==> src/rtl/lane_serializer.sv <==
// lane_serializer: FIFO-buffered parallel-to-serial converter, LANES bits per beat, bit order chosen per word.
// Beat 0 registers one edge after the FIFO turns non-empty; words stream gaplessly; ready_o drops only on a full FIFO.
module lane_serializer #(
  parameter int DATA_WIDTH = 8,
  parameter int LANES      = 1,
  parameter int FIFO_DEPTH = 2
) (
  input  logic                        clk_i,
  input  logic                        rst_n_i,
  input  logic [DATA_WIDTH-1:0]       parallel_in_i,
  input  logic                        lsb_first_i,
  input  logic                        valid_in_i,
  output logic                        ready_o,
  output logic [LANES-1:0]            serial_out_o,
  output logic                        enable_o,
  output logic                        start_o,
  output logic                        last_o,
  output logic [$clog2(FIFO_DEPTH):0] fifo_level_o
);
  localparam int BEATS = DATA_WIDTH / LANES;
  localparam int BW    = (BEATS > 1) ? $clog2(BEATS) : 1;
  localparam logic [BW-1:0] LAST_BEAT = BW'(BEATS - 1);

  typedef enum logic {IDLE, SHIFT} state_e;

  state_e                state_q, state_d;
  logic [DATA_WIDTH-1:0] word_q, word_d;
  logic                  lsb_q, lsb_d;
  logic [BW-1:0]         beat_q, beat_d;
  logic [LANES-1:0]      serial_q, serial_d;
  logic                  enable_q, enable_d;
  logic                  start_q, start_d;
  logic                  last_q, last_d;
  logic                  fifo_vld;
  logic                  fifo_pop;
  logic [DATA_WIDTH:0]   fifo_dat;

  lane_serializer_fifo #(
    .WIDTH (DATA_WIDTH + 1),
    .DEPTH (FIFO_DEPTH)
  ) u_fifo (
    .clk_i    (clk_i),
    .rst_n_i  (rst_n_i),
    .wr_vld_i (valid_in_i),
    .wr_dat_i ({lsb_first_i, parallel_in_i}),
    .wr_rdy_o (ready_o),
    .rd_vld_o (fifo_vld),
    .rd_dat_o (fifo_dat),
    .rd_pop_i (fifo_pop),
    .level_o  (fifo_level_o)
  );

  function automatic logic [LANES-1:0] beat_slice(input logic [DATA_WIDTH-1:0] w,
                                                  input logic                  lsb,
                                                  input logic [BW-1:0]         k);
    int base;
    base = int'(k) * LANES;
    if (lsb) return LANES'(w >> base);
    return LANES'(w >> (DATA_WIDTH - LANES - base));
  endfunction

  // Beat outputs are computed from next-state so they register alongside the load.
  always_comb begin
    state_d  = state_q;
    word_d   = word_q;
    lsb_d    = lsb_q;
    beat_d   = beat_q;
    fifo_pop = 1'b0;
    serial_d = '0;
    enable_d = 1'b0;
    start_d  = 1'b0;
    last_d   = 1'b0;

    case (state_q)
      IDLE: begin
        fifo_pop = fifo_vld;
      end
      SHIFT: begin
        if (beat_q == LAST_BEAT) begin
          fifo_pop = fifo_vld;
          if (!fifo_vld) state_d = IDLE;
        end else begin
          beat_d = beat_q + 1'b1;
        end
      end
      default: state_d = IDLE;
    endcase

    if (fifo_pop) begin
      word_d  = fifo_dat[DATA_WIDTH-1:0];
      lsb_d   = fifo_dat[DATA_WIDTH];
      beat_d  = '0;
      state_d = SHIFT;
    end

    if (state_d == SHIFT) begin
      serial_d = beat_slice(word_d, lsb_d, beat_d);
      enable_d = 1'b1;
      start_d  = (beat_d == '0);
      last_d   = (beat_d == LAST_BEAT);
    end
  end

  always_ff @(posedge clk_i or negedge rst_n_i) begin
    if (!rst_n_i) begin
      state_q  <= IDLE;
      word_q   <= '0;
      lsb_q    <= 1'b0;
      beat_q   <= '0;
      serial_q <= '0;
      enable_q <= 1'b0;
      start_q  <= 1'b0;
      last_q   <= 1'b0;
    end else begin
      state_q  <= state_d;
      word_q   <= word_d;
      lsb_q    <= lsb_d;
      beat_q   <= beat_d;
      serial_q <= serial_d;
      enable_q <= enable_d;
      start_q  <= start_d;
      last_q   <= last_d;
    end
  end

  assign serial_out_o = serial_q;
  assign enable_o     = enable_q;
  assign start_o      = start_q;
  assign last_o       = last_q;
endmodule

// lane_serializer_fifo: DEPTH-entry circular buffer with occupancy count; head data valid while rd_vld_o.
// Zero-latency read of the head; wr_rdy_o is low whenever full, even if a pop happens in the same cycle.
module lane_serializer_fifo #(
  parameter int WIDTH = 9,
  parameter int DEPTH = 2
) (
  input  logic                   clk_i,
  input  logic                   rst_n_i,
  input  logic                   wr_vld_i,
  input  logic [WIDTH-1:0]       wr_dat_i,
  output logic                   wr_rdy_o,
  output logic                   rd_vld_o,
  output logic [WIDTH-1:0]       rd_dat_o,
  input  logic                   rd_pop_i,
  output logic [$clog2(DEPTH):0] level_o
);
  localparam int PW = $clog2(DEPTH);
  localparam int LW = PW + 1;
  localparam logic [LW-1:0] FULL = LW'(DEPTH);

  logic [WIDTH-1:0] mem_q [DEPTH];
  logic [PW-1:0]    wr_ptr_q, rd_ptr_q;
  logic [LW-1:0]    level_q, level_d;
  logic             push, pop;

  assign wr_rdy_o = (level_q < FULL);
  assign rd_vld_o = (level_q != '0);
  assign push     = wr_vld_i && wr_rdy_o;
  assign pop      = rd_pop_i && rd_vld_o;
  assign rd_dat_o = mem_q[rd_ptr_q];
  assign level_o  = level_q;
  assign level_d  = level_q + LW'(push) - LW'(pop);

  always_ff @(posedge clk_i or negedge rst_n_i) begin
    if (!rst_n_i) begin
      wr_ptr_q <= '0;
      rd_ptr_q <= '0;
      level_q  <= '0;
    end else begin
      if (push) wr_ptr_q <= wr_ptr_q + 1'b1;
      if (pop)  rd_ptr_q <= rd_ptr_q + 1'b1;
      level_q <= level_d;
    end
  end

  // Storage needs no reset: stale entries are unreachable once the pointers clear.
  always_ff @(posedge clk_i) begin
    if (push) mem_q[wr_ptr_q] <= wr_dat_i;
  end
endmodule

==> config.mk <==
export PLATFORM = sky130hd
export DESIGN_NAME = lane_serializer
export DESIGN_NICKNAME = d
export VERILOG_FILES = /design/src/rtl/lane_serializer.sv
export SDC_FILE = /design/constraint.sdc
export NUM_CORES = 1
export LEC_CHECK = 0
export ABC_CLOCK_PERIOD_IN_PS = 5700
export CAP_MARGIN = 20
export CORE_MARGIN = 2
export CORE_UTILIZATION = 35
export DETAILED_ROUTE_END_ITERATION = 10
export PLACE_DENSITY = 0.55
export SLEW_MARGIN = 30
export SYNTH_ARGS = -nofsm -noshare
export SYNTH_HDL_FRONTEND = slang
export SYNTH_SLANG_ARGS = --single-unit
==> constraint.sdc <==
create_clock -name clk_i -period 5.7 [get_ports clk_i]
set_input_delay 1.14 -clock clk_i [delete_from_list [all_inputs] [get_ports clk_i]]
set_output_delay 1.14 -clock clk_i [all_outputs]
set_load 0.03 [all_outputs]
# After elaboration in Yosys (flattened, before gate mapping)
# Memories as Yosys holds them, arrays and structs flattened.
# Index checks and enable logic that the tools add are counted.
[word_totals]
ff_bits = 21
ramBits = 18
memories = 1
[op_classes]
add_sub_neg = 6
magnitude_cmp = 1
n_eq_ne = 2
shift = 2
n_mux = 21
n_bitwise = 1
n_reduce_logical = 4
[mem_list]
columns = ["memory", "depth", "word_bits", "read_ports", "rd_clocked_by_memory_dff", "wr", "line", "rtl"]
rows = [
  ["u_fifo.mem_q", 2, 9, 1, 0, 1, "152", "logic [WIDTH-1:0] mem_q [DEPTH];"],
]
[op_table]
columns = ["cell", "n"]
rows = [
  ["$shr A8 B32 Y1", 1],
  ["$mux W1", 16],
  ["$mux W3", 3],
  ["$mux W8", 1],
  ["$shr A8 B3 Y1", 1],
  ["$eq A3 B3 Y1 const B", 2],
  ["$sub A3 B3 Y4 const A", 1],
  ["$add A3 B1 Y3 const B", 1],
  ["$logic_not A3 Y1", 1],
  ["$add A1 B1 Y1 const B", 2],
  ["$add A2 B1 Y2", 1],
  ["$logic_and A1 B1 Y1", 2],
  ["$lt A2 B2 Y1 const B", 1],
  ["$pmux W1 S2", 1],
  ["$reduce_bool A2 Y1", 1],
  ["$sub A2 B1 Y2", 1],
  ["$not A1 Y1", 1],
]

# Longest topological paths before layout
# Gate-level depths: netlist of the first run.
[depth]
depth_word = 8
ltp_mapped = 10
mapped_depth_nobuf = 9

# Hierarchy
# A second synthesis of the first run with hierarchy kept.
[unflattened]
cells_unflattened = 175
hier_area_um2 = 2099.5
[modules_own_cells]
columns = ["mod", "n_inst", "cells_each", "area_per_inst_um2", "seq_area_each_um2"]
rows = [
  ["lane_serializer", 1, 127, 1232.4, 400.4],
  ["lane_serializer_fifo", 1, 48, 867.1, 640.6],
]

# Worst setup path before layout of the first run
# OpenSTA, ideal clock, no wires.
[synth_path]
path_kind = "input -> register"
from = "input valid_in_i"
to = "memory u_fifo.mem_q[0][0], enable pin"
arrival_ps = 1867
path_slack_ps = 3457
stages = 2
cell_sequence = "nor2b_1 nor2b_1"
[synth_via]
elab_chain_len = 3
[synth_lines]
columns = ["element", "line", "rtl"]
rows = [
  ["start, declared", "12", "input logic valid_in_i,"],
  ["$logic_and A1 B1 Y1", "159", "assign push = wr_vld_i && wr_rdy_o;"],
  ["$mux W1", "179", "if (push) mem_q[wr_ptr_q] <= wr_dat_i;"],
  ["$mux W1 (not written as such)", "179", ""],
  ["end, declared", "152", ""],
]
# Every way passes these cells.

# Worst setup path in the final report of the first run
[layout_path]
from = "register beat_q[0]"
to = "register serial_q, in the netlist serial_out_o"
[layout_via]
elab_chain_len = 8
[layout_lines]
columns = ["element", "line", "rtl"]
rows = [
  ["start, declared", "29", "logic [BW-1:0] beat_q, beat_d;"],
  ["start signal, assigned", "118", "beat_q <= beat_d;"],
  ["$add A3 B1 Y3 or $eq A3 B3 Y1 (tied branches)", "83, 79", ""],
  ["$mux W3 or $mux W1 (tied branches)", "79", "if (beat_q == LAST_BEAT) begin"],
  ["$mux W3 or $pmux W1 S2 (tied branches)", "74", "case (state_q)"],
  ["$mux W3, or another cell as far along", "89", "if (fifo_pop) begin"],
  ["$sub A3 B3 Y4, or another cell as far along", "59", "return LANES'(w >> (DATA_WIDTH - LANES - base));"],
  ["$shr A8 B32 Y1, or another cell as far along", "59", ""],
  ["$mux W1", "59", ""],
  ["$mux W1 (*)", "96", "if (state_d == SHIFT) begin"],
  ["named net serial_d", "30", "logic [LANES-1:0] serial_q, serial_d;"],
  ["end signal, assigned", "119", "serial_q <= serial_d;"],
  ["end, declared", "30", ""],
]
# The timed path passes the listed nets; every way through them passes the cells marked *. The select of a mux whose other input is x is not followed.
# A chain may end at the register's enable or synchronous reset.

==> flow_summary.ini, run 1 <==
[routing]
routedWlPerCell_um = 13.73
ant_nets = 0
via_count = 1310
vias_per_cell = 5.000
first_iter_violations = 73
drc_errors = 0
wl_um = 3598
drt_first_pass_iters = 4

[timing]
period_needed_ns = 2.735
finalSetupViolations = 0
worst_pin_slew_ns = 0.7703
hold_viol_final = 0
drv_slew = 0
skew_ns = 0.006529
hold-worst-slack_ns = 0.4860
final.period_utilization = 0.4797
maxSlewHeadroom = 0.4854
rsz0062_at_grt = false
worst_slack_ns = 2.965
fmax_mhz = 365.7
setup_tns_ns = 0

[final_layout]
antenna_cells = 0
drive_gt1_frac = 0.06316
flow.area_growth_from_synthesis_pct = 15.75
nNetsFinal = 204
instances_no_fill = 262
fillerInstances = 540

[worst_setup_path]
crit_path_end_kind = flip-flop
crit_path_start_kind = flip-flop
required_ns = 5.87
critPathMaxFanout = 21
path_class = reg2reg
cp.arrival_ns = 2.90

[clocking]
cts_inserted_buffers = 5
cts-hold-fix-buffers = 0
worstSkewPairLatency_ns = 0.28
cts_max_level = 2
cts_tree = built
cts.path.max_buffers = 2
cts-root-buf = clkbuf_8
cts_sinks = 38
cts_setup_buffers = 0
clk_pin_slew_worst_paths_ns = 0.07
cts_resized = 0

[power]
ir_worst_vdd_uv = 186.5
power.density_nw_per_um2 = 583.8
p_seq_frac = 0.385
power_frac_comb = 0.447
clock_power_share = 0.168
totalPowerFinal_mw = 1.305
power_switching_share = 0.4011
power_switching_uw = 523.4
p_leak_nw = 0.8869
p_int_uw = 781.3

[synthesis]
yosysSeqAreaShare = 0.5392
yosys.area.top_type_share = 0.2800
syn-num-nets = 191
ys_seq_elements = 38
syn_avg_cell_area_um2 = 10.97
netlist_area_um2 = 1931
yosysTopAreaCell = edfxtp_1
ys_top_cells_by_area = edfxtp_1 28%, dfrtp_1 26%, mux2i_1 8.8%
synth_cells = 176
synth_cell_types = 41
ys_warn_count = 0

[floorplanning]
die_w_um = 78.27
io_pins = 19
core-area_um2 = 5405
die_y_um = 78.27
rows = 27
start_util = 0.3572
dieArea_um2 = 6126

[place]
dp_slack_ns = 2.723
dp_cells = 254
hpwlAfterDp_um = 2636
gp_congestion = 0.7451
port_buffers = 18

[grt]
grt_usage = 0.1347
grt_pass1_wl_um = 6458
grt_pass1_vias = 1310
grt_max_degree = 22
antenna_found_initial = 0
grt_overflow_total = 0

[flow_run]
drv_cap = 0

[worst_hold_path]
hold_class = reg2reg

[run_status]
outcome = finished clean
## registers in the layout (all words and copies together) (netlist names)
name             flops
u_fifo.level_o       2
u_fifo.rd_ptr_q      1
word_q               8
lsb_q                1
beat_q               3
start_o              1
enable_o             1
serial_out_o         1
last_o               1
u_fifo.wr_ptr_q      1
u_fifo.mem_q        18
## synthesized netlist by cell type, drive strengths merged
cell / count
o221ai: 2
mux2: 2
inv: 7
or3b: 1
a221o: 1
nand2: 15
nor4: 1
o21ai: 20
nand3: 1
o211ai: 1
buf: 5
xnor2: 5
and3: 1
nor2: 8
a31oi: 1
dfrtp: 20
or2b: 1
ha: 3
and2: 1
and2b: 1
or2: 1
o2111ai: 1
a21oi: 10
nor2b: 6
a21bo: 1
clkbuf: 7
a211oi: 4
o311ai: 1
o22ai: 1
nand4b: 1
mux2i: 17
o32ai: 1
xor2: 2
nand2b: 1
a32o: 1
edfxtp: 18
a21boi: 1
nor3: 4
nor3b: 1
## critical path, stage by stage, from the launching register on
cell and delay, ns:
dfrtp_1 0.63, ha_1 0.35, a21bo_1 0.36, nand2_2 0.29, inv_1 0.17, a221o_1 0.27, mux2i_1 0.22, o211ai_1 0.10
a32o_1 0.24
## metal layers
layer | up-vias | share of wire | GRT usage | wire length, um
li1 | 664 | - | - | -
met1 | 613 | 0.45 | 0.1665 | 1628
met2 | 29 | 0.50 | 0.2267 | 1811
met3 | 4 | 0.035 | 0.03333 | 125
met4 | 0 | 0.0092 | 0.05263 | 33
met5 | - | 0 | 0 | 0
## logic make-up (layout without fill, tap and decap cells)
group	Yosys count	after routing	synth area share
and+or+nand+nor	44	44	0.1154
adders and majority gates	3	3	0.01944
DFF	38	38	0.5392
AOI/OAI and AO/OA	46	46	0.1458
muxes	19	19	0.09980
buffers and inverters	19	33	0.04861
xor gates and xnor gates	7	7	0.03176
## through the flow
stage / instance area, um2 / util
floorplan: 1931 / -
global placement: 2133 / 0.3947
detailed placement: 2133 / 0.3947
CTS: 2240 / 0.4144
global route: 2235 / 0.4134
finish: 2235 / 0.4134
## power by group through the flow
| stage | Sequential [mW] | Combinational, mW | Clock [mW] |
|---|---|---|---|
| 5_1_grt | 0.524 | 0.664 | 0.242 |
| 6_report | 0.503 | 0.583 | 0.219 |
| 2_1_floorplan | 0.466 | 0.492 | 0 |
| 3_5_place_dp | 0.509 | 0.582 | 0 |
| 4_1_cts | 0.504 | 0.586 | 0.227 |
| 3_3_place_gp | 0.504 | 0.558 | 0 |
## final timing paths
check	startpoint	end	slack, ns	cells past startpoint
worst max-delay path	beat_q[0]$_DFF_PN0_	serial_out_o$_DFF_PN0_	2.97	8
worst min register to register	word_q[0]$_DFF_PN0_	word_q[0]$_DFF_PN0_	0.49	2
max in group asynchronous	rst_n_i	word_q[1]$_DFF_PN0_	4.58	1
worst max register to register	beat_q[0]$_DFF_PN0_	serial_out_o$_DFF_PN0_	2.97	8
worst min-delay path	word_q[0]$_DFF_PN0_	word_q[0]$_DFF_PN0_	0.49	2
min in group asynchronous	rst_n_i	u_fifo.level_o[1]$_DFF_PN0_	0.80	1
## cells in the final DEF (no fill, tap or decap), drive strengths merged, types with 3 or more instances in the layout
master	instances
o21ai	20
dfrtp	20
edfxtp	18
mux2i	17
clkdlybuf4s50	17
nand2	15
a21oi	10
nor2	8
inv	7
clkbuf	7
nor2b	6
xnor2	5
nor3	4
a211oi	4
ha	3
## final cells by class
class	instances	area, um2	area share
Clock buffer	7	76.32	0.03415
Clock inverter	1	30.03	0.01344
Inverter	7	26.28	0.01176
Multi-Input combinational cell	119	795.8	0.3561
Sequential cell	38	1041	0.4658
Tap cell	72	90.09	0.04031
Timing Repair Buffer	18	175.2	0.07839
Note: power is estimated with default switching activity, not from simulation.
==> inputs of run 2 (changes only) <==
--- a/config.mk
+++ b/config.mk
@@ -5,12 +5,12 @@
 export SDC_FILE = /design/constraint.sdc
 export NUM_CORES = 1
 export LEC_CHECK = 0
-export ABC_CLOCK_PERIOD_IN_PS = 5700
+export ABC_CLOCK_PERIOD_IN_PS = 2250
 export CAP_MARGIN = 20
 export CORE_MARGIN = 2
 export CORE_UTILIZATION = 35
 export DETAILED_ROUTE_END_ITERATION = 10
-export PLACE_DENSITY = 0.55
+export PLACE_DENSITY = 0.57
 export SLEW_MARGIN = 30
 export SYNTH_ARGS = -nofsm -noshare
 export SYNTH_HDL_FRONTEND = slang
==> constraint.sdc (replaced) <==
create_clock -name clk_i -period 2.25 [get_ports clk_i]
set_input_delay 0.45 -clock clk_i [delete_from_list [all_inputs] [get_ports clk_i]]
set_output_delay 0.45 -clock clk_i [all_outputs]
set_load 0.03 [all_outputs]
==> run 2 against run 1 <==
  * Register-to-register slack lost 2.9 ns
  * Largest power group unchanged
  * Critical endpoint unchanged
  * Worst setup slack lost 2.9 ns
  * Die area is the same
==> flow_summary.ini, run 2 (synthesis gave the netlist of run 1 again) <==
[run_status]
outcome = finished clean

[clocking]
cts.path.max_buffers = 2
cts_sinks = 38
cts_inserted_buffers = 5
cts_max_level = 2
worstSkewPairLatency_ns = 0.29
cts-root-buf = clkbuf_8
cts_tree = built
clk_pin_slew_worst_paths_ns = 0.08

[worst_hold_path]
hold_class = in2async

[final_layout]
reg.largest.list = u_fifo.mem_q x18, word_q x8, beat_q x3
layout_commonest_cell = o21ai_0
flow.area_growth_from_synthesis_pct = 23.72
drive_gt1_frac = 0.1561
antenna_cells = 0
final_cell_mix = 20 x o21ai_0, 19 x dfrtp_1, 18 x clkdlybuf4s50_1, 18 x edfxtp_1, 16 x mux2i_1
nNetsFinal = 219
max_flop_register = u_fifo.mem_q
largest_reg_flops = 18
instances_no_fill = 277
fin_area_um2 = 2389

[timing]
skew_ns = 0.004778
finalSetupViolations = 0
final.period_utilization = 0.9590
hold_viol_final = 0
drv_slew = 0
worst_slack_ns = 0.09218
fmax_mhz = 463.4
worst_pin_slew_ns = 0.4127
maxSlewHeadroom = 0.7248
period_needed_ns = 2.158

[floorplanning]
start_util = 0.3572
rows = 27
io_pins = 19
dieArea_um2 = 6126
die_w_um = 78.27
core-area_um2 = 5405
die_y_um = 78.27

[worst_setup_path]
path_cells = ha_4 -> a21bo_4 -> mux2_2 -> a221o_1 -> mux2i_1 -> o211ai_1 -> a32o_1
critPathMaxFanout = 6
crit_path_end_kind = flip-flop
critical_path.slowest_cell = dfrtp_1
required_ns = 2.43
path_class = reg2reg
crit_path_start_kind = flip-flop
cp.arrival_ns = 2.34
cpPeakStageDelay_ns = 0.44

[power]
p_leak_nw = 0.9570
power_switching_share = 0.3942
p_int_mw = 2.186
power_frac_comb = 0.519
p_seq_frac = 0.323
power.density_nw_per_um2 = 1510
power_switching_mw = 1.422
clock_power_share = 0.158
ir_worst_vdd_uv = 509.4

[grt]
grt_pass1_vias = 1374
grt_max_degree = 21
grt_pass1_wl_um = 6396
antenna_found_initial = 0
grt_overflow_total = 0
grt_usage = 0.1334

[place]
dp_slack_ns = 0.08335
hpwlAfterDp_um = 2747
dp_cells = 263
port_buffers = 18
gp_congestion = 0.9333
place_area_um2 = 2201

[routing]
drc_errors = 0
first_iter_violations = 111
via_count = 1387
ant_nets = 0
drt_first_pass_iters = 4
routedWlPerCell_um = 13.90
vias_per_cell = 5.007
wl_um = 3849

[flow_run]
drv_cap = 0
-- run 2: repair_timing --
item / in CTS / in global routing
endpoints found under the setup margin: 0 / 1
setup buffers: 0 / 6
endpoints found under the hold margin: 0 / 0
gates resized for setup: 0 / 8
hold buffers: 0 / 0
-- run 2: final cells by class --
type | instances | area (um2)
Clock buffer | 6 | 72.57
Sequential cell | 38 | 1042
Fill cell | 518 | 3017
Inverter | 7 | 26.28
Timing Repair Buffer | 33 | 296.5
Multi-Input combinational cell | 119 | 823.3
Tap cell | 72 | 90.09
Clock inverter | 2 | 37.54
-- run 2: metrics by stage --
| step | power (mW) | hold slack, ns | util | setup TNS, ns |
|---|---|---|---|---|
| floorplan | 2.426 | 0.1544 | - | 0 |
| CTS | 3.441 | 0.4918 | 0.4275 | 0 |
| detailed placement | 2.855 | 0.4770 | 0.4072 | 0 |
| global placement | 2.796 | 0.4738 | 0.4072 | 0 |
| global route | 3.893 | 0.5125 | 0.4419 | -0.01795 |
| finish | 3.608 | 0.4866 | 0.4419 | 0 |
-- run 2: final timing paths --
kind,endpoint,cells after the start,startpoint,slack [ns]
max,serial_out_o$_DFF_PN0_,7,beat_q[1]$_DFF_PN0_,0.09
max reg2reg,serial_out_o$_DFF_PN0_,7,beat_q[1]$_DFF_PN0_,0.09
min reg2reg,u_fifo.wr_ptr_q$_DFFE_PN0P_,1,u_fifo.wr_ptr_q$_DFFE_PN0P_,0.49
min,u_fifo.wr_ptr_q$_DFFE_PN0P_,2,rst_n_i,0.49
min in group clk_i,u_fifo.wr_ptr_q$_DFFE_PN0P_,1,u_fifo.wr_ptr_q$_DFFE_PN0P_,0.49
max in group asynchronous,u_fifo.level_o[1]$_DFF_PN0_,2,rst_n_i,1.52
-- run 2: power by group through the flow --
| stage | sequential [mW] | combinational, mW | clock, mW |
|---|---|---|---|
| floorplan | 1.18 | 1.25 | 0 |
| global placement | 1.16 | 1.64 | 0 |
| detailed placement | 1.17 | 1.68 | 0 |
| CTS | 1.16 | 1.69 | 0.589 |
| global route | 1.19 | 2.07 | 0.628 |
| finish | 1.16 | 1.87 | 0.571 |
-- run 2: metal layers --
metal | share of wire | vias up | global-route usage | wire (um)
li1 | - | 689 | - | -
met1 | 0.43 | 653 | 0.1679 | 1671
met2 | 0.51 | 40 | 0.2198 | 1948
met3 | 0.047 | 5 | 0.03678 | 180
met4 | 0.012 | 0 | 0.04912 | 48
met5 | 0 | - | 0 | 0
-- run 2: critical path: cells and delay by family (launching register included) --
kind | cells | cell delay (ns)
flip-flops | 1 | 0.44
AO/OA/AOI/OAI | 4 | 0.94
adder cells (fa/ha/maj) | 1 | 0.21
multiplexers | 2 | 0.45
